**config.mk**
```make
export PLATFORM = sky130hd
export DESIGN_NAME = bomba_piscina_ctrl
export DESIGN_NICKNAME = d
export VERILOG_FILES = /design/src/rtl/bomba_pkg.sv /design/src/rtl/sol_debounce.sv /design/src/rtl/bomba_piscina_ctrl.sv
export SDC_FILE = /design/constraint.sdc
export NUM_CORES = 1
export LEC_CHECK = 0
export CORE_UTILIZATION = 40
export CTS_CLUSTER_SIZE = 24
export DETAILED_ROUTE_END_ITERATION = 10
export PLACE_DENSITY_LB_ADDON = 0.3
export SYNTH_ARGS = -nofsm -noshare
export SYNTH_HDL_FRONTEND = slang
export SYNTH_HIERARCHICAL = 1
export SYNTH_SLANG_ARGS = --single-unit
```
**constraint.sdc**
```tcl
create_clock -name clk_2 -period 2.9 [get_ports clk_2]
set_input_delay 0.58 -clock clk_2 [delete_from_list [all_inputs] [get_ports clk_2]]
set_output_delay 0.58 -clock clk_2 [all_outputs]
set_load 0.005 [all_outputs]
```
**src/rtl/bomba_pkg.sv**
```systemverilog
// Shared types and 7-segment codes for the pool-pump power-source controller.
package bomba_pkg;

  typedef enum logic [1:0] {
    DESLIGADO     = 2'd0,
    PAINEL_SOLAR  = 2'd1,
    REDE_ELETRICA = 2'd2
  } estado_t;

  localparam logic [7:0] SEG_DESL  = 8'h3F;
  localparam logic [7:0] SEG_SOLAR = 8'h06;
  localparam logic [7:0] SEG_REDE  = 8'h5B;

  function automatic logic [7:0] seg_decode(input estado_t e);
    case (e)
      PAINEL_SOLAR:  return SEG_SOLAR;
      REDE_ELETRICA: return SEG_REDE;
      default:       return SEG_DESL;
    endcase
  endfunction

endpackage

```
**src/rtl/sol_debounce.sv**
```systemverilog
// Sun-sensor debouncer: sol_f follows the registered sample once it has been
// stable for SUN_DEBOUNCE consecutive edges.
module sol_debounce #(
  parameter int SUN_DEBOUNCE = 2
) (
  input  logic clk_2,
  input  logic reset,
  input  logic sol,
  output logic sol_f
);

  localparam int ST_W = $clog2(SUN_DEBOUNCE + 1);
  localparam logic [ST_W-1:0] ST_MAX  = ST_W'(SUN_DEBOUNCE);
  localparam logic [ST_W-1:0] ST_LAST = ST_W'(SUN_DEBOUNCE - 1);

  logic            r_sol_q;
  logic [ST_W-1:0] r_stab;
  logic            r_sol_f;
  logic            w_same;

  // The sample about to be registered equals the current one: the run extends.
  assign w_same = (sol == r_sol_q);

  // NOTE: sequential state uses non-blocking assignments so every register
  // samples the pre-edge values, independent of statement order.
  always_ff @(posedge clk_2 or posedge reset) begin
    if (reset) begin
      r_sol_q <= 1'b0;
      r_stab  <= '0;
      r_sol_f <= 1'b0;
    end else begin
      r_sol_q <= sol;
      if (w_same) begin
        if (r_stab != ST_MAX) r_stab <= r_stab + 1'b1;
        if (r_stab >= ST_LAST) r_sol_f <= r_sol_q;
      end else begin
        r_stab <= '0;
      end
    end
  end

  assign sol_f = r_sol_f;

endmodule

```
**src/rtl/bomba_piscina_ctrl.sv**
```systemverilog
// Pool-pump power-source controller: solar/grid selection, grid dwell and panel PWM.
// Optional macro BOMBA_SEG_EN enables the registered 7-segment state decode on seg.
module bomba_piscina_ctrl
  import bomba_pkg::*;
#(
  parameter int CNT_BITS     = 3,
  parameter int GRID_DELAY   = 4,
  parameter int MIN_GRID     = 3,
  parameter int SUN_DEBOUNCE = 2,
  parameter int DUTY_PERIOD  = 2,
  parameter int DUTY_ON      = 1
) (
  input  logic                clk_2,
  input  logic                reset,
  input  logic                habilita,
  input  logic                sol,
  output logic                painel,
  output logic                rede,
  output logic [1:0]          estado,
  output logic [CNT_BITS-1:0] contador,
  output logic                sol_f,
  output logic [7:0]          seg
);

  localparam int PH_W = (DUTY_PERIOD > 1) ? $clog2(DUTY_PERIOD) : 1;
  localparam logic [CNT_BITS-1:0] GD_LAST = CNT_BITS'(GRID_DELAY - 1);
  localparam logic [CNT_BITS-1:0] MG_MAX  = CNT_BITS'(MIN_GRID);
  localparam logic [PH_W-1:0]     PH_LAST = PH_W'(DUTY_PERIOD - 1);
  localparam logic [PH_W:0]       DON     = (PH_W + 1)'(DUTY_ON);

  estado_t             r_estado;
  logic [CNT_BITS-1:0] r_cnt;
  logic [PH_W-1:0]     r_phase;

  estado_t             w_estado_nxt;
  logic [CNT_BITS-1:0] w_cnt_nxt;
  logic [PH_W-1:0]     w_phase_nxt;
  logic                w_sol_f;

  sol_debounce #(
    .SUN_DEBOUNCE(SUN_DEBOUNCE)
  ) u_sol_debounce (
    .clk_2 (clk_2),
    .reset (reset),
    .sol   (sol),
    .sol_f (w_sol_f)
  );

  // NOTE: every next-state variable gets a default before the case so no
  // path leaves it unassigned, which would infer a latch.
  always_comb begin
    w_estado_nxt = r_estado;
    w_cnt_nxt    = r_cnt;
    w_phase_nxt  = r_phase;
    if (!habilita) begin
      w_estado_nxt = DESLIGADO;
      w_cnt_nxt    = '0;
      w_phase_nxt  = '0;
    end else begin
      case (r_estado)
        DESLIGADO: begin
          if (w_sol_f) begin
            w_estado_nxt = PAINEL_SOLAR;
            w_cnt_nxt    = '0;
            w_phase_nxt  = '0;
          end else if (r_cnt == GD_LAST) begin
            w_estado_nxt = REDE_ELETRICA;
            w_cnt_nxt    = '0;
            w_phase_nxt  = '0;
          end else begin
            w_cnt_nxt = r_cnt + 1'b1;
          end
        end
        PAINEL_SOLAR: begin
          if (!w_sol_f) begin
            w_estado_nxt = DESLIGADO;
            w_cnt_nxt    = '0;
            w_phase_nxt  = '0;
          end else begin
            w_phase_nxt = (r_phase == PH_LAST) ? '0 : r_phase + 1'b1;
          end
        end
        REDE_ELETRICA: begin
          // Sun is ignored until the minimum grid dwell has elapsed.
          if (w_sol_f && (r_cnt == MG_MAX)) begin
            w_estado_nxt = PAINEL_SOLAR;
            w_cnt_nxt    = '0;
            w_phase_nxt  = '0;
          end else if (r_cnt != MG_MAX) begin
            w_cnt_nxt = r_cnt + 1'b1;
          end
        end
        default: begin
          w_estado_nxt = DESLIGADO;
          w_cnt_nxt    = '0;
          w_phase_nxt  = '0;
        end
      endcase
    end
  end

  always_ff @(posedge clk_2 or posedge reset) begin
    if (reset) begin
      r_estado <= DESLIGADO;
      r_cnt    <= '0;
      r_phase  <= '0;
    end else begin
      r_estado <= w_estado_nxt;
      r_cnt    <= w_cnt_nxt;
      r_phase  <= w_phase_nxt;
    end
  end

`ifdef BOMBA_SEG_EN
  logic [7:0] r_seg;

  // Decoding the next state keeps seg aligned with estado on the same edge.
  always_ff @(posedge clk_2 or posedge reset) begin
    if (reset) r_seg <= SEG_DESL;
    else       r_seg <= seg_decode(w_estado_nxt);
  end

  assign seg = r_seg;
`else
  assign seg = 8'h00;
`endif

  assign painel   = (r_estado == PAINEL_SOLAR) && ({1'b0, r_phase} < DON);
  assign rede     = (r_estado == REDE_ELETRICA);
  assign estado   = r_estado;
  assign contador = r_cnt;
  assign sol_f    = w_sol_f;

endmodule

```
==> summary.txt, run 1 <==
Run status
  – Status: finished clean

Die
  – Die Ht: 42.1 um
  – Die area: 1770 um2
  – Placeable Area: 1510 um2
  – Initial Util: 42.6%
  – Rows: 14
  – I/O Pins: 20
  – Die width: 42.1 um

Power and ir drop
  – Reg power frac: 43.6%
  – Logic pwr share: 38.8%
  – Maximum VDD drop: 0.284 mV
  – Total power: 0.000509 W
  – Pwr/cell area: 679 nW/um2
  – Internal Power: 0.000331 W
  – Clk pwr share: 17.6%
  – P_leak: 0.346 nW
  – Sw Ratio: 35.0%
  – Sw Pwr: 0.000178 W

Setup path
  – Setup CP Type: reg2out
  – Setup crit start kind: flop
  – R2R cell count: 4
  – Critical path fanouts, max: 14
  – Required time worst endpoint: 2.32 ns
  – Crit. End Element: output port
  – Arr. time, crit path: 1.57 ns

Clocking
  – Hold_buf cts: 0
  – CTS tree: yes
  – CTS sink cnt: 10
  – Htree depth: 1
  – Cts bufs inserted: 3
  – Worst-skew pair later-pin latency: 0.25 ns
  – Post-CTS Setup Inserts: 0
  – Root buffer cell: clkbuf_4
  – CTS resizes: 0
  – Worst-path clk slew: 0.06 ns
  – Clock buffer depth: 2

Cells and area
  – Seq. cell area: 250 um2
  – Multi-input logic area: 324 um2
  – Most common cell after layout, fill and taps aside: clkdlybuf4s50_1
  – Synthesis-to-finish area growth: 16.8%
  – Fin cells: 93
  – Number of diodes: 0
  – Final layout net count: 87
  – Most frequent cells in the layout: clkdlybuf4s50_1, dfrtp_1, conb_1
  – Final Util: 49.8%
  – Proportion of layout cells with a drive suffix above 1: 6.49%
  – Fill cell count: 132

Logic synthesis
  – EDFF count, synth: 0
  – Synth async-reset ratio: 100%
  – Register bit total from synthesis: 10
  – Synth warnings: 6
  – Most used flip-flop cell after synthesis: dfrtp_1
  – Avg Cell Area, Syn: 9.87 um2
  – Sequential element share of the synthesized area: 39.0%
  – Distinct cell type count after synthesis: 29
  – Cell area after synthesis: 642 um2
  – Gate Count Post-Synth: 65

Routing
  – DRC violations left: 0
  – Via count: 466
  – Total Wirelength: 1.12 mm
  – WL/cell: 12.0 um
  – Initial DRC Count: 13
  – Vias per cell: 5.01
  – Final ANT Viol Nets: 0
  – Pre-antenna DRT Iters: 4

STA
  – Fin. max-slew vios: 0
  – Final Cycle Share: 74.1%
  – Fin Clk Skew: 0.000278 ns
  – Fmax: 466 MHz
  – Crit path time final: 2.15 ns
  – Final setup margin: 0.752 ns
  – Final hold viol count: 0
  – RSZ-0062 raised after global routing: false
  – Setup TNS: 0 ns
  – Setup violations, final: 0

Place
  – GP Congestion: 0.758
  – Dpl cells: 90
  – Pre-CTS setup slack: 1.06 ns
  – PortBufs: 11
  – Post-DP HPWL: 838 um

Global routing
  – Global-route wire length before repair: 1.90 mm
  – Overflow after GRT: 0
  – Initial antenna violation count: 0
  – Vias in the first global route: 418
  – Largest net degree at the start of global routing: 15
  – Total track usage: 14.4%

Min path
  – Hold Path Class: reg2reg
  – WHS Path Cells: 2

Run
  – Max Cap Viol: 0
-- synthesized netlist by cell type, types with 2 or more instances --
master    instances  area [um2]
dfrtp_1          10         250
inv_1             6        22.5
xor2_1            2        17.5
nor2b_1           2        12.5
nor2_1            3        11.3
ha_1              4        50.1
nand2b_1          3        18.8
o21ai_0           2        10.0
a21oi_1           3        15.0
buf_4             8        60.1
nand2_1           2        7.51
a211oi_1          2        15.0
nand3b_1          2        15.0
-- per-stage QoR --
| stage | area [um2] | hold WS (ns) |
|---|---|---|
| floorplan | 668 | 0.346 |
| global placement | 727 | 0.486 |
| detailed placement | 727 | 0.494 |
| CTS | 749 | 0.509 |
| global route | 749 | 0.553 |
| finish | 749 | 0.510 |
-- worst max-delay path: stages, from the launching register on --
cell and delay (ns):
dfrtp_1 0.61, and2b_1 0.21, clkdlybuf4s50_1 0.50
-- metal layers --
metal / track usage [%] / share of wire (%) / vias up / wire length, um
met2: 20.0 / 45 / 16 / 505
met5: 0 / 0 / - / 0
met4: 7.50 / 0.54 / 0 / 6
met3: 3.02 / 4.1 / 2 / 46
li1: - / - / 233 / -
met1: 21.1 / 50 / 215 / 556
-- final timing paths --
kind,from,end,slack (ns)
max in group asynchronous,reset,r_phase,2.12
min reg2reg,u_sol_debounce/r_sol_q,u_sol_debounce/sol_f,0.51
min,u_sol_debounce/r_sol_q,u_sol_debounce/sol_f,0.51
max,estado[1],rede,0.75
min in group asynchronous,reset,u_sol_debounce/r_sol_q,0.54
max reg2reg,contador[0],contador[2],1.48
-- registers in the layout, summed over array words and instances, names as in the netlist --
name,count
contador,3
estado,2
r_phase,1
u_sol_debounce/r_sol_q,1
u_sol_debounce/r_stab,2
u_sol_debounce/sol_f,1
-- power groups by stage --
stage / clock network [W] / logic (W) / registers, W
2_1_floorplan: 0 / 0.000138 / 0.000212
3_3_place_gp: 0 / 0.000194 / 0.000221
3_5_place_dp: 0 / 0.000199 / 0.000225
4_1_cts: 0.0000935 / 0.000200 / 0.000222
5_1_grt: 0.0000970 / 0.000225 / 0.000230
6_report: 0.0000897 / 0.000197 / 0.000222
-- logic make-up (layout without fill, tap and decap cells) --
family	after synthesis	in the layout	share of synthesized area [%]
flops	10	10	39.0
other cells	1	8	0.584
xor+xnor	2	2	2.73
buf+inv	15	20	14.6
mux	1	1	1.56
fa+ha+maj	4	4	7.80
compound gates	15	15	16.8
simple gates	17	17	17.0
-- layout make-up --
cell class | instances | share of cell area, %
Multi-Input combinational cell | 47 | 43.2
Clock buffer | 3 | 3.01
Inverter | 6 | 3.01
Tap cell | 16 | 2.67
Timing Repair Buffer | 11 | 14.7
Sequential cell | 10 | 33.4
(Power assumes the default switching activity.)
==> run 2: changes to the inputs <==
==> constraint.sdc (replaced) <==
create_clock -name clk_2 -period 2.2 [get_ports clk_2]
set_input_delay 0.44 -clock clk_2 [delete_from_list [all_inputs] [get_ports clk_2]]
set_output_delay 0.44 -clock clk_2 [all_outputs]
set_load 0.005 [all_outputs]
==> summary.txt, run 2 (synthesis gave the netlist of run 1 again) <==
Power and ir drop
  – Sw Pwr: 0.000234 W
  – Maximum VDD drop: 0.386 mV
  – P_leak: 0.346 nW
  – Pwr/cell area: 894 nW/um2
  – Internal Power: 0.000436 W
  – Total power: 0.000670 W
  – Sw Ratio: 34.9%
  – Reg power frac: 43.4%
  – Clk pwr share: 17.7%
  – Logic pwr share: 38.9%

STA
  – Fin Clk Skew: 0.00307 ns
  – RSZ-0062 raised after global routing: false
  – Final Cycle Share: 90.6%
  – Setup violations, final: 0
  – Fin. max-slew vios: 0
  – Fmax: 501 MHz
  – Setup TNS: 0 ns
  – Crit path time final: 1.99 ns
  – Final hold viol count: 0

Routing
  – WL/cell: 11.9 um
  – Total Wirelength: 1.11 mm
  – Vias per cell: 5.01
  – Initial DRC Count: 10
  – Pre-antenna DRT Iters: 4
  – Via count: 466
  – DRC violations left: 0
  – Final ANT Viol Nets: 0

Setup path
  – Reg-to-reg slack, setup: 0.80 ns
  – Max stage delay cell, worst path: dfrtp_1
  – R2R cell count: 4
  – Arr. time, crit path: 1.55 ns
  – Sum of buffers and inverters on the critical path: 1
  – Setup CP Type: reg2out
  – Setup crit start kind: flop
  – CP peak stage delay: 0.59 ns
  – CP delay by family, top: flip-flops
  – CP cell instances: and2b_1 -> clkdlybuf4s50_1
  – Required time worst endpoint: 1.76 ns
  – Levels on crit path: 2
  – Crit. End Element: output port
  – Critical path fanouts, max: 14

Cells and area
  – Number of diodes: 0
  – Most common cell after layout, fill and taps aside: clkdlybuf4s50_1
  – Most frequent cells in the layout: clkdlybuf4s50_1, dfrtp_1, conb_1
  – Max FFs per register: 3
  – Synthesis-to-finish area growth: 16.8%
  – Final instance area: 749 um2
  – Final Util: 49.8%
  – Proportion of layout cells with a drive suffix above 1: 6.49%
  – Final layout net count: 87
  – Fill cell count: 141

Die
  – Die Ht: 42.1 um
  – Die width: 42.1 um
  – Die area: 1770 um2
  – Rows: 14
  – Initial Util: 42.6%
  – I/O Pins: 20
  – Placeable Area: 1510 um2

Clocking
  – Worst-path clk slew: 0.06 ns
  – Cts bufs inserted: 3
  – Hold_buf cts: 0
  – Post-CTS Setup Inserts: 0
  – CTS tree: yes
  – Root buffer cell: clkbuf_4
  – Htree depth: 1
  – CTS resizes: 0
  – Worst-skew pair later-pin latency: 0.25 ns
  – Clock buffer depth: 2
  – CTS sink cnt: 10

Global routing
  – Overflow after GRT: 0
  – Global-route wire length before repair: 1.75 mm
  – Initial antenna violation count: 0
  – Largest net degree at the start of global routing: 15
  – Vias in the first global route: 399
  – Total track usage: 13.6%

Place
  – GP Congestion: 0.757
  – Placed Area: 727 um2
  – Post-DP HPWL: 829 um
  – PortBufs: 11

Min path
  – Hold Path Class: in2async

Run
  – Max Cap Viol: 0

Run status
  – Status: finished clean
## run 2: cell counts in the layout (fill, tap and decap cells not counted)
Identical to the previous run, type by type.
## run 2: final timing paths
| check | startpoint | to |
|---|---|---|
| max | estado[1] | rede |
| min | reset | u_sol_debounce/r_sol_q |
| max reg2reg | contador[0] | contador[2] |
| min reg2reg | u_sol_debounce/r_sol_q | u_sol_debounce/sol_f |
| max in group asynchronous | reset | r_phase |
| min in group clk_2 | u_sol_debounce/r_sol_q | u_sol_debounce/sol_f |
## run 2: cell type report
type	count	area, um2	area share [%]
Clock buffer	3	22.5	3.01
Inverter	6	22.5	3.01
Multi-Input combinational cell	47	324	43.2
Sequential cell	10	250	33.4
Tap cell	16	20.0	2.67
Timing Repair Buffer	11	110	14.7
## run 2: power by group through the flow
| stage | Clock [W] | Sequential (W) | Combinational (W) |
|---|---|---|---|
| 2_1_floorplan | 0 | 0.000279 | 0.000182 |
| 3_3_place_gp | 0 | 0.000292 | 0.000256 |
| 3_5_place_dp | 0 | 0.000295 | 0.000262 |
| 4_1_cts | 0.000125 | 0.000291 | 0.000262 |
| 5_1_grt | 0.000133 | 0.000300 | 0.000293 |
| 6_report | 0.000119 | 0.000290 | 0.000261 |
## run 2: metrics by stage
step / std cells / hold WS (ns) / setup slack [ns]
after floorplan: 72 / 0.206 / 0.865
after global placement: 90 / 0.486 / 0.521
after detailed placement: 90 / 0.497 / 0.497
after CTS: 93 / 0.385 / 0.209
after global routing: 93 / 0.424 / 0.138
final: 93 / 0.395 / 0.206
## run 2: worst register-to-register path, delay by kind of cell, from the launching register on
family | cells | cell delay (ns)
flip-flops | 1 | 0.43
AO/OA/AOI/OAI | 2 | 0.51
adder cells (fa/ha/maj) | 1 | 0.23
AND/OR/NAND/NOR | 1 | 0.18
## run 2: metal layers
layer	vias up	track usage, %	part of all wire, %
met4	0	7.50	0
met5	-	0	0
met3	0	5.60	6.0
met2	16	18.4	44
met1	217	18.2	50
li1	233	-	-
==> run 3: changes to the inputs <==
--- a/config.mk
+++ b/config.mk
@@ -13,3 +13,4 @@
 export SYNTH_HDL_FRONTEND = slang
 export SYNTH_HIERARCHICAL = 1
 export SYNTH_SLANG_ARGS = --single-unit
+export TNS_END_PERCENT = 20
==> results of run 3 <==
Same layout as run 2: the final DEF is identical, and so are final timing and power.
